$ cat src/rtl/mp_pipe_usb4_pkg.sv
// Shared encodings for the USB4 PIPE power/rate sequencer.
// FSM states, PowerDown codes and default timing constants.
package mp_pipe_usb4_pkg;

  localparam logic [2:0] ST_INIT      = 3'd0;
  localparam logic [2:0] ST_IDLE      = 3'd1;
  localparam logic [2:0] ST_PWR_REQ   = 3'd2;
  localparam logic [2:0] ST_RATE_REQ  = 3'd3;
  localparam logic [2:0] ST_PCLK_WAIT = 3'd4;
  localparam logic [2:0] ST_GAP       = 3'd5;

  localparam logic [3:0] PD_P0 = 4'd0;
  localparam logic [3:0] PD_P1 = 4'd1;
  localparam logic [3:0] PD_P2 = 4'd2;
  localparam logic [3:0] PD_P3 = 4'd3;

  localparam int DEF_MIN_GAP = 4;
  localparam int DEF_TMO_CYC = 1024;

  function automatic int cnt_w(input int a, input int b);
    int m;
    m = (a > b) ? a : b;
    return (m < 2) ? 1 : $clog2(m);
  endfunction

endpackage

$ cat src/rtl/mp_seq_down_cnt.sv
// Loadable down-counter with zero flag; holds at zero.
// Shared by the GAP spacing and the ack timeout.
module mp_seq_down_cnt #(
  parameter int W = 4
) (
  input  logic         pipe_clk,
  input  logic         pipe_rst_n,
  input  logic         load,
  input  logic [W-1:0] load_val,
  output logic [W-1:0] cnt,
  output logic         zero
);

  assign zero = (cnt == '0);

  always_ff @(posedge pipe_clk or negedge pipe_rst_n) begin
    if (!pipe_rst_n) begin
      cnt <= '0;
    end else if (load) begin
      cnt <= load_val;
    end else if (!zero) begin
      cnt <= cnt - 1'b1;
    end
  end

endmodule

$ cat src/rtl/mp_pwr_rate_seq_usb4.sv
// PIPE PowerDown/Rate change sequencer for one USB4 lane.
// Optional ack timeout: define MP_PWR_SEQ_TIMEOUT_EN.
module mp_pwr_rate_seq_usb4
  import mp_pipe_usb4_pkg::*;
#(
  parameter int                RATE_W  = 2,
  parameter logic [3:0]        RST_PWR = PD_P2,
  parameter logic [RATE_W-1:0] RST_RATE = '0,
  parameter int                MIN_GAP = DEF_MIN_GAP,
  parameter int                TMO_CYC = DEF_TMO_CYC
) (
  input  logic              pipe_clk,
  input  logic              pipe_rst_n,
  input  logic              lane_startup_done,
  input  logic [3:0]        pipe_powerdown,
  input  logic [RATE_W-1:0] pipe_rate,
  input  logic              pma_ack,
  input  logic              pclk_change_ack,
  output logic              pma_req,
  output logic [3:0]        pma_pwr_state,
  output logic [RATE_W-1:0] pma_rate,
  output logic              pclk_change_ok,
  output logic              pwr_chg_done,
  output logic              busy,
  output logic              timeout_err
);

  localparam int CW = cnt_w(MIN_GAP, TMO_CYC);
  localparam logic [CW-1:0] GAP_LD = CW'(MIN_GAP - 1);

  logic [2:0]        state, state_nx;
  logic              req_nx, ok_nx, done_nx, err_nx;
  logic [3:0]        pwr_nx;
  logic [RATE_W-1:0] rate_nx;
  logic              cnt_ld, cnt_zero, tmo_hit;
  logic [CW-1:0]     cnt_val, cnt;

`ifdef MP_PWR_SEQ_TIMEOUT_EN
  localparam logic [CW-1:0] TMO_LD = CW'(TMO_CYC - 1);
  assign cnt_ld  = (state_nx != state);
  assign cnt_val = (state_nx == ST_GAP) ? GAP_LD : TMO_LD;
  assign tmo_hit = cnt_zero;
`else
  assign cnt_ld  = (state_nx == ST_GAP) && (state != ST_GAP);
  assign cnt_val = GAP_LD;
  assign tmo_hit = 1'b0;
`endif

  mp_seq_down_cnt #(.W(CW)) u_cnt (
    .pipe_clk   (pipe_clk),
    .pipe_rst_n (pipe_rst_n),
    .load       (cnt_ld),
    .load_val   (cnt_val),
    .cnt        (cnt),
    .zero       (cnt_zero)
  );

  always_comb begin
    state_nx = state;
    req_nx   = pma_req;
    pwr_nx   = pma_pwr_state;
    rate_nx  = pma_rate;
    ok_nx    = pclk_change_ok;
    done_nx  = pwr_chg_done;
    err_nx   = 1'b0;
    case (state)
      ST_INIT: begin
        if (lane_startup_done) begin
          done_nx  = 1'b1;
          state_nx = ST_GAP;
        end
      end
      ST_IDLE: begin
        // A rate change absorbs any PowerDown change.
        if (pipe_rate != pma_rate) begin
          rate_nx  = pipe_rate;
          pwr_nx   = pipe_powerdown;
          req_nx   = 1'b1;
          state_nx = ST_RATE_REQ;
        end else if (pipe_powerdown != pma_pwr_state) begin
          pwr_nx   = pipe_powerdown;
          req_nx   = 1'b1;
          state_nx = ST_PWR_REQ;
        end
      end
      ST_PWR_REQ: begin
        if (pma_ack || tmo_hit) begin
          req_nx   = 1'b0;
          done_nx  = ~pwr_chg_done;
          err_nx   = !pma_ack;
          state_nx = ST_GAP;
        end
      end
      ST_RATE_REQ: begin
        if (pma_ack) begin
          req_nx   = 1'b0;
          ok_nx    = 1'b1;
          state_nx = ST_PCLK_WAIT;
        end else if (tmo_hit) begin
          req_nx   = 1'b0;
          done_nx  = ~pwr_chg_done;
          err_nx   = 1'b1;
          state_nx = ST_GAP;
        end
      end
      ST_PCLK_WAIT: begin
        if (pclk_change_ack || tmo_hit) begin
          ok_nx    = 1'b0;
          done_nx  = ~pwr_chg_done;
          err_nx   = !pclk_change_ack;
          state_nx = ST_GAP;
        end
      end
      ST_GAP: begin
        if (cnt_zero) state_nx = ST_IDLE;
      end
      default: state_nx = ST_INIT;
    endcase
  end

  always_ff @(posedge pipe_clk or negedge pipe_rst_n) begin
    if (!pipe_rst_n) begin
      state          <= ST_INIT;
      pma_req        <= 1'b0;
      pma_pwr_state  <= RST_PWR;
      pma_rate       <= RST_RATE;
      pclk_change_ok <= 1'b0;
      pwr_chg_done   <= 1'b0;
      busy           <= 1'b1;
      timeout_err    <= 1'b0;
    end else begin
      state          <= state_nx;
      pma_req        <= req_nx;
      pma_pwr_state  <= pwr_nx;
      pma_rate       <= rate_nx;
      pclk_change_ok <= ok_nx;
      pwr_chg_done   <= done_nx;
      busy           <= (state_nx != ST_IDLE);
      timeout_err    <= err_nx;
    end
  end

endmodule

$ cat config.mk
export PLATFORM = sky130hd
export DESIGN_NAME = mp_pwr_rate_seq_usb4
export DESIGN_NICKNAME = d
export VERILOG_FILES = /design/src/rtl/mp_pipe_usb4_pkg.sv /design/src/rtl/mp_seq_down_cnt.sv /design/src/rtl/mp_pwr_rate_seq_usb4.sv
export SDC_FILE = /design/constraint.sdc
export NUM_CORES = 1
export LEC_CHECK = 0
export CORE_ASPECT_RATIO = 0.6
export CORE_MARGIN = 4
export CORE_UTILIZATION = 50
export CTS_CLUSTER_DIAMETER = 40
export CTS_CLUSTER_SIZE = 24
export DETAILED_ROUTE_END_ITERATION = 10
export GPL_ROUTABILITY_DRIVEN = 1
export PLACE_DENSITY = 0.77
export SLEW_MARGIN = 20
export SYNTH_ARGS = -nofsm -noshare
export SYNTH_HDL_FRONTEND = slang
export SYNTH_SLANG_ARGS = --single-unit
$ cat constraint.sdc
create_clock -name pipe_clk -period 2.4 [get_ports pipe_clk]
set_clock_uncertainty 0.1 [all_clocks]
set_input_delay 0.48 -clock pipe_clk [delete_from_list [all_inputs] [get_ports pipe_clk]]
set_output_delay 0.48 -clock pipe_clk [all_outputs]
set_load 0.02 [all_outputs]
# After elaboration in Yosys (flattened, before gate mapping)
# Index checks and enable logic that the tools add are counted.
# W data, S select, Z words.
[word_totals]
ff_bits = 24
word_cells = 69
[op_classes]
bitwise_logic = 1
eq_ne = 17
mux = 26
n_reduce_logical = 15
add_sub_neg = 1
[op_table]
columns = ["op", "n"]
rows = [
  ["$mux W3", 7],
  ["$mux W10", 2],
  ["$pmux W3 S6", 1],
  ["$logic_not A10 Y1", 1],
  ["$mux W1", 10],
  ["$ne A2 B2 Y1 const B", 5],
  ["$sub A10 B1 Y10 const B", 1],
  ["$eq A3 B3 Y1 const B", 3],
  ["$mux W4", 2],
  ["$eq A3 B2 Y1 const B", 2],
  ["$ne A3 B3 Y1 const B", 2],
  ["$pmux W1 S2", 3],
  ["$reduce_and A3 Y1", 2],
  ["$reduce_bool A2 Y1", 3],
  ["$ne A4 B4 Y1", 1],
  ["$reduce_and A2 Y1", 2],
  ["$reduce_and A4 Y1", 1],
  ["$eq A3 B1 Y1 const B", 1],
  ["$logic_not A3 Y1", 1],
  ["$ne A3 B1 Y1 const B", 1],
  ["$pmux W1 S3", 1],
  ["$reduce_bool A3 Y1", 1],
  ["$logic_not A1 Y1", 2],
  ["$ne A2 B1 Y1 const B", 1],
  ["other kinds (4)", 4],
]

# Logic depth before layout (Yosys ltp)
# Gate-level depths: netlist of the first run.
[logic_depth]
ltp_word = 7
ltp_mapped = 6
ltp_nobuf = 6

# By module
# A second synthesis of the first run with hierarchy kept.
[unflattened]
hier_cells = 129
hier_area_um2 = 1341.3
[modules_own_cells]
columns = ["mod", "seq_area_each_um2", "area_per_inst_um2", "cells_per_inst", "n_inst"]
rows = [
  ["mp_pwr_rate_seq_usb4", 327.8, 743.2, 67, 1],
  ["mp_seq_down_cnt", 250.2, 598.1, 62, 1],
]

# Least setup slack after synthesis of the first run
# Ideal clock, no wire load.
[synth_timing]
kind = "register to register"
startpoint = "register u_cnt.cnt[0]"
endpoint = "register u_cnt.cnt[1]"
stages_incl_launch_ff = 7
slack_ns = 0.363
arrival_time_ns = 1.814
required_ns = 2.176
setup_time_ns = 0.124
n_path_buf = 0
period_less_slack_ns = 2.037
cell_sequence = "dfrtp_1 -> inv_1 -> ha_1 -> or4b_4 -> nor4b_4 -> nor2_1 -> a211o_1"
[synth_between]
elab_chain_len = 6
[synth_rtl]
columns = ["element", "line_no", "text"]
rows = [
  ["from (decl)", "mp_seq_down_cnt.sv:10", "output logic [W-1:0] cnt,"],
  ["from (signal assigned)", "mp_seq_down_cnt.sv:20", "cnt <= load_val;"],
  ["from (signal assigned)", "mp_seq_down_cnt.sv:22", "cnt <= cnt - 1'b1;"],
  ["$logic_not A10 Y1", "mp_seq_down_cnt.sv:14", "assign zero = (cnt == '0);"],
  ["$mux W3", "mp_pwr_rate_seq_usb4.sv:115", "if (cnt_zero) state_nx = ST_IDLE;"],
  ["$pmux W3 S6", "mp_pwr_rate_seq_usb4.sv:66", "case (state)"],
  ["$eq A3 B3 Y1", "mp_pwr_rate_seq_usb4.sv:44", "assign cnt_ld = (state_nx == ST_GAP) && (state != ST_GAP);"],
  ["$logic_and A1 B1 Y1", "mp_pwr_rate_seq_usb4.sv:44", ""],
  ["$ne A2 B2 Y1 (no source line) / $mux W10 (equally long branches)", "-", ""],
]
# Parallel ways exist; a longest one is shown, timed or not. The select of a mux whose other input is x is not followed.
# A chain may end at the register's enable or synchronous reset.

# Worst setup path in the final report of the first run
# Ends and elaborated chain as after synthesis.

==> reports/results.tsv, run 1 <==
metric	value	unit
post-layout instance area	1480	µm²
first-pass GRT wire length	4240	µm
CTS HTree Levels	1	
max incr delay on CP	0.52	ns
Worst setup EP type	flip-flop	
DP Wirelength	1850	µm
CTS sink cnt	23	
Crit-path slowest cell	or4b_4	
RSZ-0062 raised after global routing	no	
Routed met2 length	1050	µm
Mapped Area	1200	µm²
Ports	22	
final setup fails	0	
Longest Clk Path Bufs	2	
met3 WL	146	µm
Buf/Inv on CP	1	
status	complete, no violations	
Rows	13	
GP Congestion	0.753	
largest net degree at the start of global routing	24	
Num CTS Buffers	3	
crit path to	u_cnt.cnt[1]	
Die Ht	45.9	µm
Critical R2R Capture	u_cnt.cnt[1]	
Slew headroom	54.5	%
GRT Overall Usage	17.6	%
placed cell area	1440	µm²
final hold violations	0	
max-slew violations	0	
Routed Antenna Nets	0	
Mapped Nets	125	
Routed Wire Length	2490	µm
vias in the first global route	891	
DR pass1 iterations	4	
worst hold-check path type	reg -> reg	
Yosys top cell by area	dfrtp_1	
CTS resizes	0	
uppermost layer routed	met4	
crit-path cells	inv_1 -> ha_1 -> or4b_4 -> nor4b_4 -> nor2_1 -> a211o_1	
average via count per standard cell	5.54	
Req. time, crit path	2.45	ns
cell total after placement	163	
initial core utilization	54.1	%
Die ar.	3260	µm²
core area	2210	µm²
Worst-path clk slew	0.08	ns
DR vias	926	
crit path time final	2.19	ns
CP Launch Type	flip-flop	
M1 WL	1260	µm
Synth Warn #	0	
Unique masters post-synth	39	
fin nets	150	
Syn Inst Count	113	
post-route insts no fill	167	
Syn Area/Cell	10.6	µm²
sequential area share after synthesis	48.3	%
most frequent cells in the layout	dfrtp_1, clkdlybuf4s50_1, a21oi_1, nor2_1, nand2_1	
Peak Freq	0.457	GHz
area delta synth->final	24.0	%
CTS tree	done	
#FFs+latches synth	23	
worst-case reg-to-reg path depth	6	
Tcrit/Tclk final	91.2	%
hold-critical path depth	2	
detailed-route DRC error count	0	
Overflow after GRT	0	
Hold Buf Count CTS	0	
Critical Path Source	u_cnt.cnt[0]	
Worst-Skew Late Latency	0.26	ns
max-cap viol count	0	
leading post-synthesis cells by cell area	dfrtp_1, mux2_2, xnor2_1, a21oi_1, dfstp_2	
WS Path Type	reg -> reg	
setup TNS	0	ns
Final Util	67.0	%
Worst Path Max Fanout	7	
IO Port Bufs	20	
die extent in x	71.1	µm
initial antenna violation count	0	
leakage power	0.618	nW
Arr. time, crit path	2.24	ns
most common cell after layout, fill and taps aside	dfrtp_1	
buffer count from post-CTS setup fixing	0	
root buffer cell	clkbuf_8	
layout cells sized above 1	15.3	%
register-to-register path setup slack	0.21	ns
Antenna diodes	0	
power per cell area	1400	nW/µm²
cell count along the critical path	6	
CP top delay family	simple AND/OR/NAND/NOR gates	
RR Startpoint	u_cnt.cnt[0]	
Worst VDD drop	0.000734	V
actual slew at the worst max-slew pin	0.679	ns
post-synth top area share	43.9	%
Detailed Route Iter0 Violations	59	
WL/cell	14.9	µm
==> kinds of logic after synthesis <==
| kind of cell | after synthesis | share of synthesized area [%] |
|---|---|---|
| mux | 10 | 9.10 |
| other cells | 1 | 0.314 |
| compound gates | 24 | 11.8 |
| xor+xnor | 7 | 5.13 |
| buf+inv | 6 | 2.51 |
| fa+ha+maj | 1 | 1.05 |
| simple gates | 41 | 21.8 |
| flops | 23 | 48.3 |
==> power breakdown <==
| group | leakage, nW | switching, W | total (W) | internal (W) |
|---|---|---|---|---|
| Clock | 0.0228 | 0.000120 | 0.000238 | 0.000119 |
| Sequential | 0.279 | 0.000191 | 0.000773 | 0.000582 |
| Combinational | 0.316 | 0.000526 | 0.00107 | 0.000545 |
| Total | 0.618 | 0.000837 | 0.00208 | 0.00124 |
==> sequential cells by signal (all words and copies together), names as in the netlist <==
name / cells
busy: 1
pclk_change_ok: 1
pma_pwr_state: 4
pma_rate: 2
pma_req: 1
pwr_chg_done: 1
state: 3
u_cnt.cnt: 10
==> cell type report <==
class	instances	area, µm²
Sequential cell	23	578
Timing Repair Buffer	23	223
Inverter	3	11.3
Tap cell	30	37.5
Clock buffer	4	45.0
Fill cell	186	729
Multi-Input combinational cell	84	588
==> worst min path at each step <==
stage / startpoint / end / slack [ns]
after detailed placement: pma_req / pma_req / 0.37
after floorplan: pipe_rst_n / pclk_change_ok / 0.08
after CTS: pma_req / pma_req / 0.39
after global routing: pma_req / pma_req / 0.45
final: pma_req / pma_req / 0.38
after global placement: pma_req / pma_req / 0.36
==> Yosys cell counts <==
cell	instances
xnor2_1	7
and3_1	1
nand3_1	2
o21ai_1	2
nand2b_1	2
nor2b_1	2
a21o_1	1
and3b_1	1
or2_2	1
clkbuf_1	1
nor3b_2	1
or4_1	1
o21ai_0	4
o211a_1	1
dfrtp_1	21
a21oi_1	11
buf_4	2
or3_1	4
nor2_1	9
inv_1	3
mux2i_1	3
o31a_1	1
mux2_2	7
nand2_1	8
nand4_1	1
nand3b_1	1
a311oi_1	1
nor4_1	1
dfstp_2	2
nor4b_4	1
or3b_2	1
or3b_1	1
a211o_1	1
a31oi_1	2
nor4b_2	1
conb_1	1
nor3_1	1
ha_1	1
or4b_4	1
==> through the flow <==
step / hold slack (ns) / power (W) / setup WS [ns]
after floorplan: 0.0844 / 0.00148 / 0.363
after global placement: 0.365 / 0.00180 / 0.309
after detailed placement: 0.372 / 0.00184 / 0.255
after CTS: 0.391 / 0.00209 / 0.227
after global routing: 0.449 / 0.00225 / 0.136
final: 0.383 / 0.00208 / 0.212
==> worst reg2reg max path, cell delays in order (launching register included) <==
cell,delay [ns]
dfrtp_1,0.38
inv_1,0.09
ha_1,0.18
or4b_4,0.52
nor4b_4,0.47
nor2_1,0.10
a211o_1,0.24
==> layer usage <==
layer  up-vias  global-route usage (%)
li1        458                       -
met1       438                    23.2
met2        23                    26.3
met3         7                    7.05
met4         0                    6.37
met5         -                       0
Power figures use the tool's default switching activity.
==> run 2: changes to the inputs <==
- clock period: 2.4 -> 2.15 ns (I/O delays scaled with it)
==> run 2 against run 1 <==
  * Hold slack better by 0.025 ns
  * Sequential share of layout area down 1.4 points
  * Core utilization up 2.5 points
  * Critical path depth up 1
  * Clock-buffer cell count down 1
  * Global-route usage down 0.47 points
  * Largest cell class unchanged
==> reports/results.tsv, run 2 (synthesis results as in run 1) <==
metric	value	unit	change
status	complete, no violations		
die extent in x	71.1	µm	unchanged
Worst-Skew Late Latency	0.27	ns	about the same
worst-case reg-to-reg path depth	7		+1
area delta synth->final	28.6	%	
IO Port Bufs	20		unchanged
Arr. time, crit path	2.19	ns	-0.05 ns
largest registers	u_cnt.cnt (10), pma_pwr_state (4), state (3)		
CTS sink cnt	23		unchanged
Ports	22		unchanged
final setup fails	0		unchanged
root buffer cell	clkbuf_8		
crit-path cells	inv_2 -> ha_2 -> or4b_4 -> nor4b_4 -> buf_4 -> o211a_1 -> o21ai_1		
DR pass1 iterations	4		unchanged
leakage power	0.649	nW	+5.1%
Worst-path clk slew	0.08	ns	about the same
Routed Antenna Nets	0		unchanged
crit path time final	2.10	ns	-0.0891 ns
Num CTS Buffers	3		unchanged
Longest Clk Path Bufs	2		unchanged
Antenna diodes	0		unchanged
max-cap viol count	0		unchanged
Crit-path slowest cell	or4b_4		
CTS tree	done		
Rows	13		unchanged
Critical R2R Capture	busy		
vias in the first global route	857		-3.8%
Worst setup EP type	flip-flop		
Final WS setup	0.0513	ns	-0.161 ns
core area	2210	µm²	unchanged
Slew headroom	63.8	%	+9.2 points
DR vias	934		+0.86%
Detailed Route Iter0 Violations	63		+6.8%
CP Launch Type	flip-flop		
most frequent cells in the layout	dfrtp_1, clkdlybuf4s50_1, a21oi_1, nor2_1, buf_4		
Critical Path Source	u_cnt.cnt[0]		
fin nets	156		+4.0%
Req. time, crit path	2.24	ns	-0.21 ns
most common cell after layout, fill and taps aside	dfrtp_1		
Worst VDD drop	0.000753	V	+2.6%
detailed-route DRC error count	0		unchanged
CP top delay family	simple AND/OR/NAND/NOR gates		
pre-CTS WS	0.0557	ns	-0.200 ns
CTS HTree Levels	1		unchanged
Hold Buf Count CTS	0		unchanged
Tcrit/Tclk final	97.6	%	+6.5 points
Biggest register	u_cnt.cnt		
Buf/Inv on CP	2		+1
Die ar.	3260	µm²	unchanged
final hold violations	0		unchanged
first-pass GRT wire length	4160	µm	-2.0%
Die Ht	45.9	µm	unchanged
layout cells sized above 1	21.7	%	+6.3 points
WL/cell	14.8	µm	-0.83%
initial core utilization	54.1	%	unchanged
largest net degree at the start of global routing	24		unchanged
max incr delay on CP	0.48	ns	-0.04 ns
Worst Path Max Fanout	4		-3
Routed Wire Length	2560	µm	+2.7%
average via count per standard cell	5.40		-2.6%
post-layout instance area	1540	µm²	+3.7%
WS Path Type	reg -> reg		
final hold slack	0.408	ns	+0.0252 ns
max-slew violations	0		unchanged
initial antenna violation count	0		unchanged
Overflow after GRT	0		unchanged
Largest register FFs	10		unchanged
actual slew at the worst max-slew pin	0.539	ns	-0.140 ns
register-to-register path setup slack	0.05	ns	-0.16 ns
worst hold-check path type	in -> async		
RR Startpoint	u_cnt.cnt[0]		
placed cell area	1450	µm²	+1.0%
power per cell area	1560	nW/µm²	+11%
GRT Overall Usage	17.1	%	-0.47 points
GP Congestion	0.755		+0.27%
Peak Freq	0.476	GHz	+4.2%
## run 2: worst max-delay path by stage
stage,endpoint,cells past startpoint
after global routing,busy,7
final,busy,7
after detailed placement,u_cnt.cnt[1],6
after global placement,u_cnt.cnt[1],6
after CTS,u_cnt.cnt[1],6
after floorplan,u_cnt.cnt[1],6
## run 2: per-stage QoR
step           util (%)  TNS, ns  std cells  total power (W)
2_1_floorplan         -        0        113          0.00165
3_3_place_gp       65.7        0        165          0.00202
3_5_place_dp       65.7        0        165          0.00208
4_1_cts            67.8        0        169          0.00236
5_1_grt            69.5  -0.0660        173          0.00257
6_report           69.5        0        173          0.00239
## run 2: cell type report
cell class / instances / area (µm²)
Multi-Input combinational cell: 84 / 597
Sequential cell: 23 / 578
Tap cell: 30 / 37.5
Inverter: 3 / 11.3
Clock inverter: 1 / 5.00
Timing Repair Buffer: 29 / 268
Fill cell: 167 / 674
Clock buffer: 3 / 41.3
## run 2: power breakdown
group	internal, W	total (W)	switching [W]
clock network	0.000130	0.000270	0.000140
logic	0.000657	0.00125	0.000590
registers	0.000649	0.000875	0.000225
## run 2: metal layers
metal  vias to the layer above  global-route usage, %  routed length [µm]
li1                        468                      -                   -
met3                         8                   5.07                 110
met2                        21                   27.6                1140
met5                         -                      0                   0
met4                         0                   6.74                  59
met1                       437                   22.0                1250
## run 2: repair_timing
item / CTS / global route
setup buffers: 0 / 4
gates resized for setup: 0 / 3
endpoints found under the hold margin: 0 / 0
endpoints found under the setup margin: 0 / 6
==> run 3: changes to the inputs <==
- ABC_AREA: unset -> 1
- CAP_MARGIN: unset -> 25
- PLACE_DENSITY: 0.77 -> 0.76
==> run 3 against run 2 <==
  * Clock-buffer cell count is the same
  * Combinational power grew 7%
  * Largest power group unchanged
  * Sequential power shrank 2.9%
  * Register-to-register slack gained 0.23 ns
  * Area after synthesis grew 7.9%
  * Hold slack lost 0.0078 ns
  * Setup slack gained 0.14 ns
  * Critical path type is now reg -> out
==> reports/results.tsv, run 3 <==
metric	value	unit	change
post-route insts no fill	224		+29%
Longest Clk Path Bufs	2		unchanged
RSZ-0062 raised after global routing	no		
Ports	22		unchanged
setup TNS	0	ns	unchanged
RR Startpoint	u_cnt.cnt[0]		
sequential area share after synthesis	44.8	%	-3.6 points
Tcrit/Tclk final	91.1	%	-6.5 points
vias in the first global route	1087		+27%
register-to-register path setup slack	0.28	ns	+0.23 ns
DP Wirelength	2150	µm	
CTS HTree Levels	1		unchanged
status	complete, no violations		
DR pass1 iterations	4		unchanged
core area	2310	µm²	+4.4%
cell total after placement	220		+33%
initial core utilization	55.9	%	+1.8 points
CTS sink cnt	23		unchanged
Most used DFF post-synth	dfrtp_1		
GP Congestion	0.854		+13%
die extent in x	73.6	µm	+3.5%
GRT busiest layer	met1		
Biggest register	u_cnt.cnt		
max-cap viol count	0		unchanged
final hold violations	0		unchanged
Crit-path slowest cell	clkdlybuf4s50_1		
DR vias	1132		+21%
met3 GRT Util	7.26	%	+2.2 points
Mapped Area	1290	µm²	+7.9%
Unique masters post-synth	24		-38%
post-synth top area share	40.7	%	-3.2 points
Worst Path Max Fanout	3		-1
fraction of registers with async set/reset	100	%	unchanged
WS Path Type	reg -> out		
fin nets	207		+33%
leakage power	0.788	nW	+21%
Critical R2R Capture	u_cnt.cnt[2]		
grt met2 use	26.9	%	-0.62 points
Rows	13		unchanged
average via count per standard cell	5.05		-6.4%
Buf/Inv on CP	1		-1
Worst-Skew Late Latency	0.27	ns	about the same
max incr delay on CP	0.60	ns	+0.12 ns
Syn Area/Cell	7.60	µm²	-28%
initial antenna violation count	0		unchanged
most frequent cell after synthesis	nand2_1		
Die ar.	3490	µm²	+6.8%
Arr. time, crit path	1.43	ns	-0.76 ns
crit-path cells	clkdlybuf4s50_1		
Detailed Route Iter0 Violations	66		+4.8%
most frequent cells in the layout	nand2_1, inv_1, dfrtp_1, clkdlybuf4s50_1, nand3_1		
Hold Buf Count CTS	0		unchanged
Num CTS Buffers	3		unchanged
top cells by count, synth	nand2_1, inv_1, dfrtp_1		
Syn Inst Count	170		+50%
CP Launch Type	flip-flop		
final setup fails	0		unchanged
most common cell after layout, fill and taps aside	nand2_1		
Worst-path clk slew	0.08	ns	about the same
leading post-synthesis cells by cell area	dfrtp_1, nand2_1, nand3_1, inv_1, nor2_1		
Antenna diodes	0		unchanged
area delta synth->final	22.0	%	
Routed Antenna Nets	0		unchanged
largest net degree at the start of global routing	24		unchanged
worst hold-check path type	in -> async		
Largest register FFs	10		unchanged
first-pass GRT wire length	4930	µm	+18%
IO Port Bufs	20		unchanged
root buffer cell	clkbuf_8		
worst-case reg-to-reg path depth	7		unchanged
detailed-route DRC error count	0		unchanged
final hold slack	0.400	ns	-0.00784 ns
Mapped Nets	182		+46%
Yosys top cell by area	dfrtp_1		
power per cell area	1560	nW/µm²	+0.60%
Die Ht	47.4	µm	+3.2%
WL/cell	12.4	µm	-16%
CP top delay family	buffers and inverters		
crit path time final	1.96	ns	-0.139 ns
Req. time, crit path	1.62	ns	-0.62 ns
Routed Wire Length	2780	µm	+8.9%
largest registers	u_cnt.cnt (10), pma_pwr_state (4), state (3)		
max-slew violations	0		unchanged
Overflow after GRT	0		unchanged
#FFs+latches synth	23		unchanged
GRT Overall Usage	19.0	%	+1.9 points
Post-synth EDFFs	0		unchanged
met1 track demand over resource	27.0	%	+5.1 points
Synth Warn #	0		unchanged
Peak Freq	0.510	GHz	+7.1%
Worst VDD drop	0.000801	V	+6.4%
Worst setup EP type	output port		
layout cells sized above 1	10.8	%	-11 points
CTS resizes	0		unchanged
buffer count from post-CTS setup fixing	0		unchanged
Final Util	68.2	%	-1.3 points
CTS tree	done		
run 3: cell count changes after synthesis, moves of 5 or more:
cell     change
a21oi_1      -5
nand3_1     +16
inv_1       +21
nor2_1       +6
nand2_1     +33
mux2_2       -7
nor3_1       +5
xnor2_1      -5
run 3: area by class of cell:
type	count	area [µm²]
Clock inverter	1	5.00
Fill cell	178	734
Inverter	28	105
Timing Repair Buffer	21	208
Sequential cell	23	578
Clock buffer	3	41.3
Multi-Input combinational cell	118	601
Tap cell	30	37.5
run 3: worst register-to-register path, stage by stage, from the launching register on:
cell     delay (ns)
dfrtp_1        0.40
inv_1          0.14
ha_1           0.26
nand2_1        0.14
nor2_1         0.21
nand3_1        0.21
nor2_2         0.23
nor3_1         0.07
run 3: logic make-up after synthesis:
group | Yosys count | share of synthesized area [%]
adder cells (fa/ha/maj) | 1 | 0.969
XOR/XNOR | 6 | 4.07
AO/OA/AOI/OAI | 16 | 6.40
other | 1 | 0.290
flip-flops | 23 | 44.8
AND/OR/NAND/NOR | 94 | 34.8
buffers and inverters | 29 | 8.72
run 3: power by group:
group	internal [W]	total (W)	switching (W)
sequential	0.000645	0.000850	0.000205
clock	0.000130	0.000275	0.000145
combinational	0.000531	0.00134	0.000809
total	0.00130	0.00246	0.00116
run 3: how the worst max path moves through the flow:
stage | from | to | slack, ns | cells past startpoint
after floorplan | u_cnt.cnt[0] | u_cnt.cnt[2] | 0.62 | 7
final | pma_pwr_state[1] | pma_pwr_state[1] | 0.19 | 1
after global placement | pipe_powerdown[3] | state[1] | 0.32 | 10
after global routing | u_cnt.cnt[0] | u_cnt.cnt[2] | 0.13 | 7
after detailed placement | pipe_powerdown[2] | busy | 0.25 | 10
after CTS | pma_pwr_state[1] | pma_pwr_state[1] | 0.19 | 1
run 3: through the flow:
stage / total power, W / instance area [µm²] / setup WS (ns)
after floorplan: 0.00177 / 1290 / 0.624
after global placement: 0.00215 / 1530 / 0.315
after detailed placement: 0.00218 / 1530 / 0.249
after CTS: 0.00246 / 1580 / 0.188
after global routing: 0.00270 / 1580 / 0.135
final: 0.00246 / 1580 / 0.190
run 3: layer usage:
metal | share of wire, % | up-vias
met5 | 0 | -
met4 | 0.61 | 0
met2 | 40 | 41
met1 | 50 | 508
met3 | 8.5 | 2
li1 | - | 581
==> edit 1, RTL diff (flow settings as in run 1) <==
Add a define of `MP_PWR_SEQ_TIMEOUT_EN`.
--- a/src/rtl/mp_pwr_rate_seq_usb4.sv
+++ b/src/rtl/mp_pwr_rate_seq_usb4.sv
@@ -1,5 +1,7 @@
 // PIPE PowerDown/Rate change sequencer for one USB4 lane.
 // Optional ack timeout: define MP_PWR_SEQ_TIMEOUT_EN.
+`define MP_PWR_SEQ_TIMEOUT_EN
+
 module mp_pwr_rate_seq_usb4
   import mp_pipe_usb4_pkg::*;
 #(
Formal check against the unedited RTL: no difference found for any inputs over 10 cycles, from zero or initial values and one cycle with pipe_rst_n low; that may be too few to reach the edited logic, so the function may still have changed.
==> edit 1 against run 1 <==
The flow now finishes with violations (negative setup slack); cell area increased by 26%; largest power group unchanged; wire length grew 40%; area after synthesis rose by 15%; sequential cell count is 1 higher; worst setup slack got worse by 0.24 ns; sequential share of layout area decreased by 6.7 points; largest cell class unchanged; power increased by 31%; first-iteration DRC count decreased by 27%; final cell count up 24%; clock power up 52%; non-clock buffer count up 21.
==> edit 1: results (changes against run 1) <==
| Metric | Value |
|---|---|
| Commonest cells post-synth | `dfrtp_1 (22), nand2_1 (10), nor2_1 (9) (was dfrtp_1 (21), a21oi_1 (11), nor2_1 (9))` |
| Vias in the first global route | `1183 (was 891)` |
| Hpwl dp | `2580 um (was 1850 um)` |
| Clock-pin slew on the worst setup and hold paths | `roughly 0.09 ns` |
| Largest net degree at the start of global routing | `25 (was 24)` |
| Clk root buf | `clkbuf_8 (unchanged)` |
| CP Max Fanout | `6 (was 7)` |
| Post-synth cell types | `39 (unchanged)` |
| Gr usage total | `20.6% (was 17.6%)` |
| First-pass GRT wire length | `5720 um (was 4240 um)` |
| Maximum buffer depth of the clock tree | `2 (unchanged)` |
| Most used DFF post-synth | `dfrtp_1 (unchanged)` |
| WP data arrival | `2.47 ns (was 2.24 ns)` |
| Slew HR | `60.9% (was 54.5%)` |
| Global route total overflow | `0 (unchanged)` |
| Avg WL per Cell | `16.8 um (was 14.9 um)` |
| Clock latency on the worst-skew pair | `between 0.2 and 0.3 ns` |
| HP Start | `pma_req (unchanged)` |
| Nets | `189 (was 150)` |
| Setup violators final | `8 (was 0)` |
| Status | `finished with violations (was completed)` |
| Maximum vdd drop | `0.000697 V (was 0.000734 V)` |
| Synth warnings | `0 (unchanged)` |
| Post-synthesis async set-or-reset flop share | `100% (unchanged)` |
| Cell family with most CP delay | `simple AND/OR/NAND/NOR gates (unchanged)` |
| Worst r2r src | `u_cnt.cnt[4] (was u_cnt.cnt[0])` |
| Hold Fails Final Rpt | `0 (unchanged)` |
| Setup TNS Final | `-0.104 ns (was 0 ns)` |
| CP max stage delay | `0.56 ns (was 0.52 ns)` |
| Via/cell ratio | `5.74 (was 5.54)` |
| Setup ws final | `-0.0282 ns (was 0.212 ns)` |
| Initial antenna violation count | `0 (unchanged)` |
| Horiz. Die Dim | `75.6 um (was 71.1 um)` |
| Largest cells by area after synthesis | `dfrtp_1 (40%), mux2_2 (4.9%), xnor2_1 (4.5%) (was dfrtp_1 (44%), mux2_2 (6.6%), xnor2_1 (5.1%))` |
| Share of cells above drive strength 1 | `26.9% (was 15.3%)` |
| DR pass1 iterations | `4 (unchanged)` |
| Violated checks | `negative setup slack` |
| P_leak | `0.785 nW (was 0.618 nW)` |
| Fillers | `182 (was 186)` |
| HP Class | `reg2reg (unchanged)` |
| CTS Buf Count | `3 (unchanged)` |
| Inserted Diodes | `0 (unchanged)` |
| Synthesized Nets | `144 (was 125)` |
| Biggest regs | `u_cnt.cnt: 10 flops, pma_pwr_state: 4 flops, state: 3 flops (unchanged)` |
| Register area share after synthesis | `44.0% (was 48.3%)` |
| Initial DRC count | `43 (was 59)` |
| GP Congestion | `0.851 (was 0.753)` |
| Htree depth | `1 (unchanged)` |
| Slowest CP cell | `or4_4 (was or4b_4)` |
| DRC | `0 (unchanged)` |
| Crit start category | `register (unchanged)` |
| Port Buffers | `21 (was 20)` |
-- edit 1: cell count changes in the layout (fill, tap and decap cells not counted), sizes merged, moves of 6 or more --
cell	before	now
buf	3	23
a21oi	11	4
xor2	0	7
o21ai	6	13
nor3	1	7
-- edit 1: worst min-delay path, cell delays in order, from the launching register on --
cell and delay (ns):
dfrtp_1 0.36, nand2_1 0.05, nand2_1 0.06
-- edit 1: repair_timing --
item                       CTS  global route
buffers inserted             4             1
setup endpoints to repair    6             9
hold buffers                 0             0
resized for setup            2             1
pin swaps                    5             2
-- edit 1: report_power, final --
part           internal (mW)  leakage [nW]  total [mW]  switching, mW
Clock                  0.223        0.0357       0.362          0.139
Combinational          0.782         0.477        1.54          0.760
Sequential             0.607         0.272       0.822          0.215
-- edit 1: routing by layer --
layer / global-route usage, % / share of wire [%] / vias up
met1: 29.8 / 48 / 576
li1: - / - / 562
met3: 4.55 / 5.1 / 7
met5: 0 / 0 / -
met2: 31.5 / 46 / 43
met4: 4.07 / 0.95 / 0
-- edit 1: cells by family after synthesis --
kind of cell | count (synthesis) | share of synthesized area, %
compound gates | 30 | 16.6
buf+inv | 9 | 2.56
fa+ha+maj | 2 | 1.83
mux | 10 | 7.85
xor+xnor | 14 | 8.95
flops | 24 | 44.0
simple gates | 42 | 18.2
-- edit 1: through the flow --
step	hold WS, ns	setup slack (ns)	util [%]	area, sq um	instances
floorplan	0.0844	0.0932	-	1370	131
global placement	0.369	-0.242	68.0	1740	198
detailed placement	0.360	-0.325	68.0	1740	198
CTS	0.393	-0.00973	72.5	1850	206
global route	0.421	-0.121	72.9	1870	207
finish	0.395	-0.0282	72.9	1870	207
-- edit 1: layout make-up --
cell class / count / area share, %
Clock buffer: 3 / 2.21
Sequential cell: 24 / 32.3
Clock inverter: 1 / 1.61
Timing Repair Buffer: 44 / 20.5
Multi-Input combinational cell: 98 / 40.2
Tap cell: 32 / 2.15
Inverter: 5 / 1.01
-- edit 1: path summary, 6_finish.rpt --
path | end | slack [ns] | cells after the start
min reg2reg | pma_req | 0.40 | 2
max reg2reg | u_cnt.cnt[5] | -0.03 | 7
min in group asynchronous | u_cnt.cnt[9] | 0.46 | 2
min | pma_req | 0.40 | 2
max in group asynchronous | pma_pwr_state[1] | 1.45 | 2
max | u_cnt.cnt[5] | -0.03 | 7
==> edit 2, RTL diff (flow settings as in run 1) <==
Made on the original files. Reset style: synchronous (`pipe_rst_n`), changed in 2 clocked blocks.
--- a/src/rtl/mp_seq_down_cnt.sv
+++ b/src/rtl/mp_seq_down_cnt.sv
@@ -13,7 +13,7 @@
 
   assign zero = (cnt == '0);
 
-  always_ff @(posedge pipe_clk or negedge pipe_rst_n) begin
+  always_ff @(posedge pipe_clk) begin
     if (!pipe_rst_n) begin
       cnt <= '0;
     end else if (load) begin
--- a/src/rtl/mp_pwr_rate_seq_usb4.sv
+++ b/src/rtl/mp_pwr_rate_seq_usb4.sv
@@ -118,7 +118,7 @@
     endcase
   end
 
-  always_ff @(posedge pipe_clk or negedge pipe_rst_n) begin
+  always_ff @(posedge pipe_clk) begin
     if (!pipe_rst_n) begin
       state          <= ST_INIT;
       pma_req        <= 1'b0;
Check against the original RTL: differs if pipe_rst_n is asserted again (counterexample within 4 cycles, from zero or initial values and one cycle with pipe_rst_n low); with pipe_rst_n held inactive, the same outputs for 10 cycles.
==> edit 2 against run 1 <==
Sequential cell count unchanged; sequential share of layout area decreased by 7.8 points; sequential power decreased by 5.8%; power increased by 0.42%; worst setup slack improved by 0.19 ns; first-iteration DRC count increased by 31%; area after synthesis increased by 1.0%; final cell count increased by 8.4%; critical path depth unchanged; core utilization decreased by 0.77 points; fmax increased by 9.5%; cell area decreased by 0.42%; wire length increased by 1.1%; critical endpoint is now busy; largest cell class unchanged.
==> edit 2: results (changes against run 1) <==
| Metric | Value |
|---|---|
| Via/cell ratio | `5.50 (was 5.54)` |
| CP max stage delay | `0.40 ns (was 0.52 ns)` |
| Largest net degree at the start of global routing | `13 (was 24)` |
| Synthesized Nets | `143 (was 125)` |
| P_leak | `0.563 nW (was 0.618 nW)` |
| First-pass GRT wire length | `4230 um (was 4240 um)` |
| Maximum vdd drop | `0.000693 V (was 0.000734 V)` |
| Status | `completed (unchanged)` |
| Power in sequential cells | `0.728 mW (was 0.773 mW)` |
| Via count | `995 (was 926)` |
| Fillers | `172 (was 186)` |
| NetSw | `0.857 mW (was 0.837 mW)` |
| Syn_area_per_cell | `9.23 sq um (was 10.6 sq um)` |
| Routing usage on met2 | `24.5% (was 26.3%)` |
| Dpl cell area | `1430 sq um (was 1440 sq um)` |
| Commonest cells post-synth | `dfxtp_1 (23), nand2_1 (14), xnor2_1 (10) (was dfrtp_1 (21), a21oi_1 (11), nor2_1 (9))` |
| GP Congestion | `0.756 (was 0.753)` |
| Setup TNS Final | `0 ns (unchanged)` |
| Initial DRC count | `77 (was 59)` |
| Power Internal | `1.23 mW (was 1.24 mW)` |
| Most used DFF post-synth | `dfxtp_1 (was dfrtp_1)` |
| WP data arrival | `2.05 ns (was 2.24 ns)` |
| Met1 track demand over resource | `23.9% (was 23.2%)` |
| Post-synthesis async set-or-reset flop share | `0% (was 100%)` |
| Register area share after synthesis | `38.1% (was 48.3%)` |
| Vias in the first global route | `914 (was 891)` |
| Worst slack at placement | `0.186 ns (was 0.255 ns)` |
| Largest cells by area after synthesis | `dfxtp_1 (38%), xnor2_1 (7.2%), mux2i_1 (5.0%) (was dfrtp_1 (44%), mux2_2 (6.6%), xnor2_1 (5.1%))` |
| Total wire length | `2520 um (was 2490 um)` |
-- edit 2: changes by cell type after synthesis, sizes merged, moves of 3 or more --
cell   delta
inv       +4
nor2      -3
mux2      -6
o21ai     -4
mux2i     +3
a21oi     -5
o21a      +4
dfxtp    +23
xnor2     +3
dfrtp    -21
nand2     +6
-- edit 2: critical path: cells and delay by family (launching register included) --
family                   cells  cell delay [ns]
AND/OR/NAND/NOR              2             0.65
AO/OA/AOI/OAI                2             0.51
flip-flops                   1             0.34
adder cells (fa/ha/maj)      1             0.21
buffers and inverters        1             0.09
-- edit 2: worst paths after layout --
| kind | from | to | slack (ns) | cells after the start |
|---|---|---|---|---|
| setup / recovery | u_cnt.cnt[0] | busy | 0.40 | 6 |
| hold reg to reg | pma_pwr_state[3] | pma_pwr_state[3] | 0.40 | 2 |
| setup reg to reg | u_cnt.cnt[0] | busy | 0.40 | 6 |
| hold / removal | pma_pwr_state[3] | pma_pwr_state[3] | 0.40 | 2 |
-- edit 2: cells by family after synthesis --
kind of cell | synth area share, %
simple gates | 25.2
buf+inv | 4.66
fa+ha+maj | 1.04
compound gates | 16.2
mux | 5.90
flops | 38.1
xor+xnor | 8.70
other cells | 0.310
-- edit 2: layer usage --
| layer | part of all wire, % | vias to the layer above |
|---|---|---|
| met4 | 1.6 | 0 |
| li1 | - | 501 |
| met2 | 38 | 35 |
| met3 | 8.9 | 4 |
| met1 | 51 | 455 |
| met5 | 0 | - |
-- edit 2: layout make-up --
| class | count | area [sq um] | area share, % |
|---|---|---|---|
| Tap cell | 30 | 37.5 | 2.54 |
| Inverter | 7 | 26.3 | 1.78 |
| Sequential cell | 23 | 460 | 31.2 |
| Multi-Input combinational cell | 95 | 692 | 46.9 |
| Timing Repair Buffer | 22 | 215 | 14.6 |
| Clock buffer | 4 | 45.0 | 3.05 |
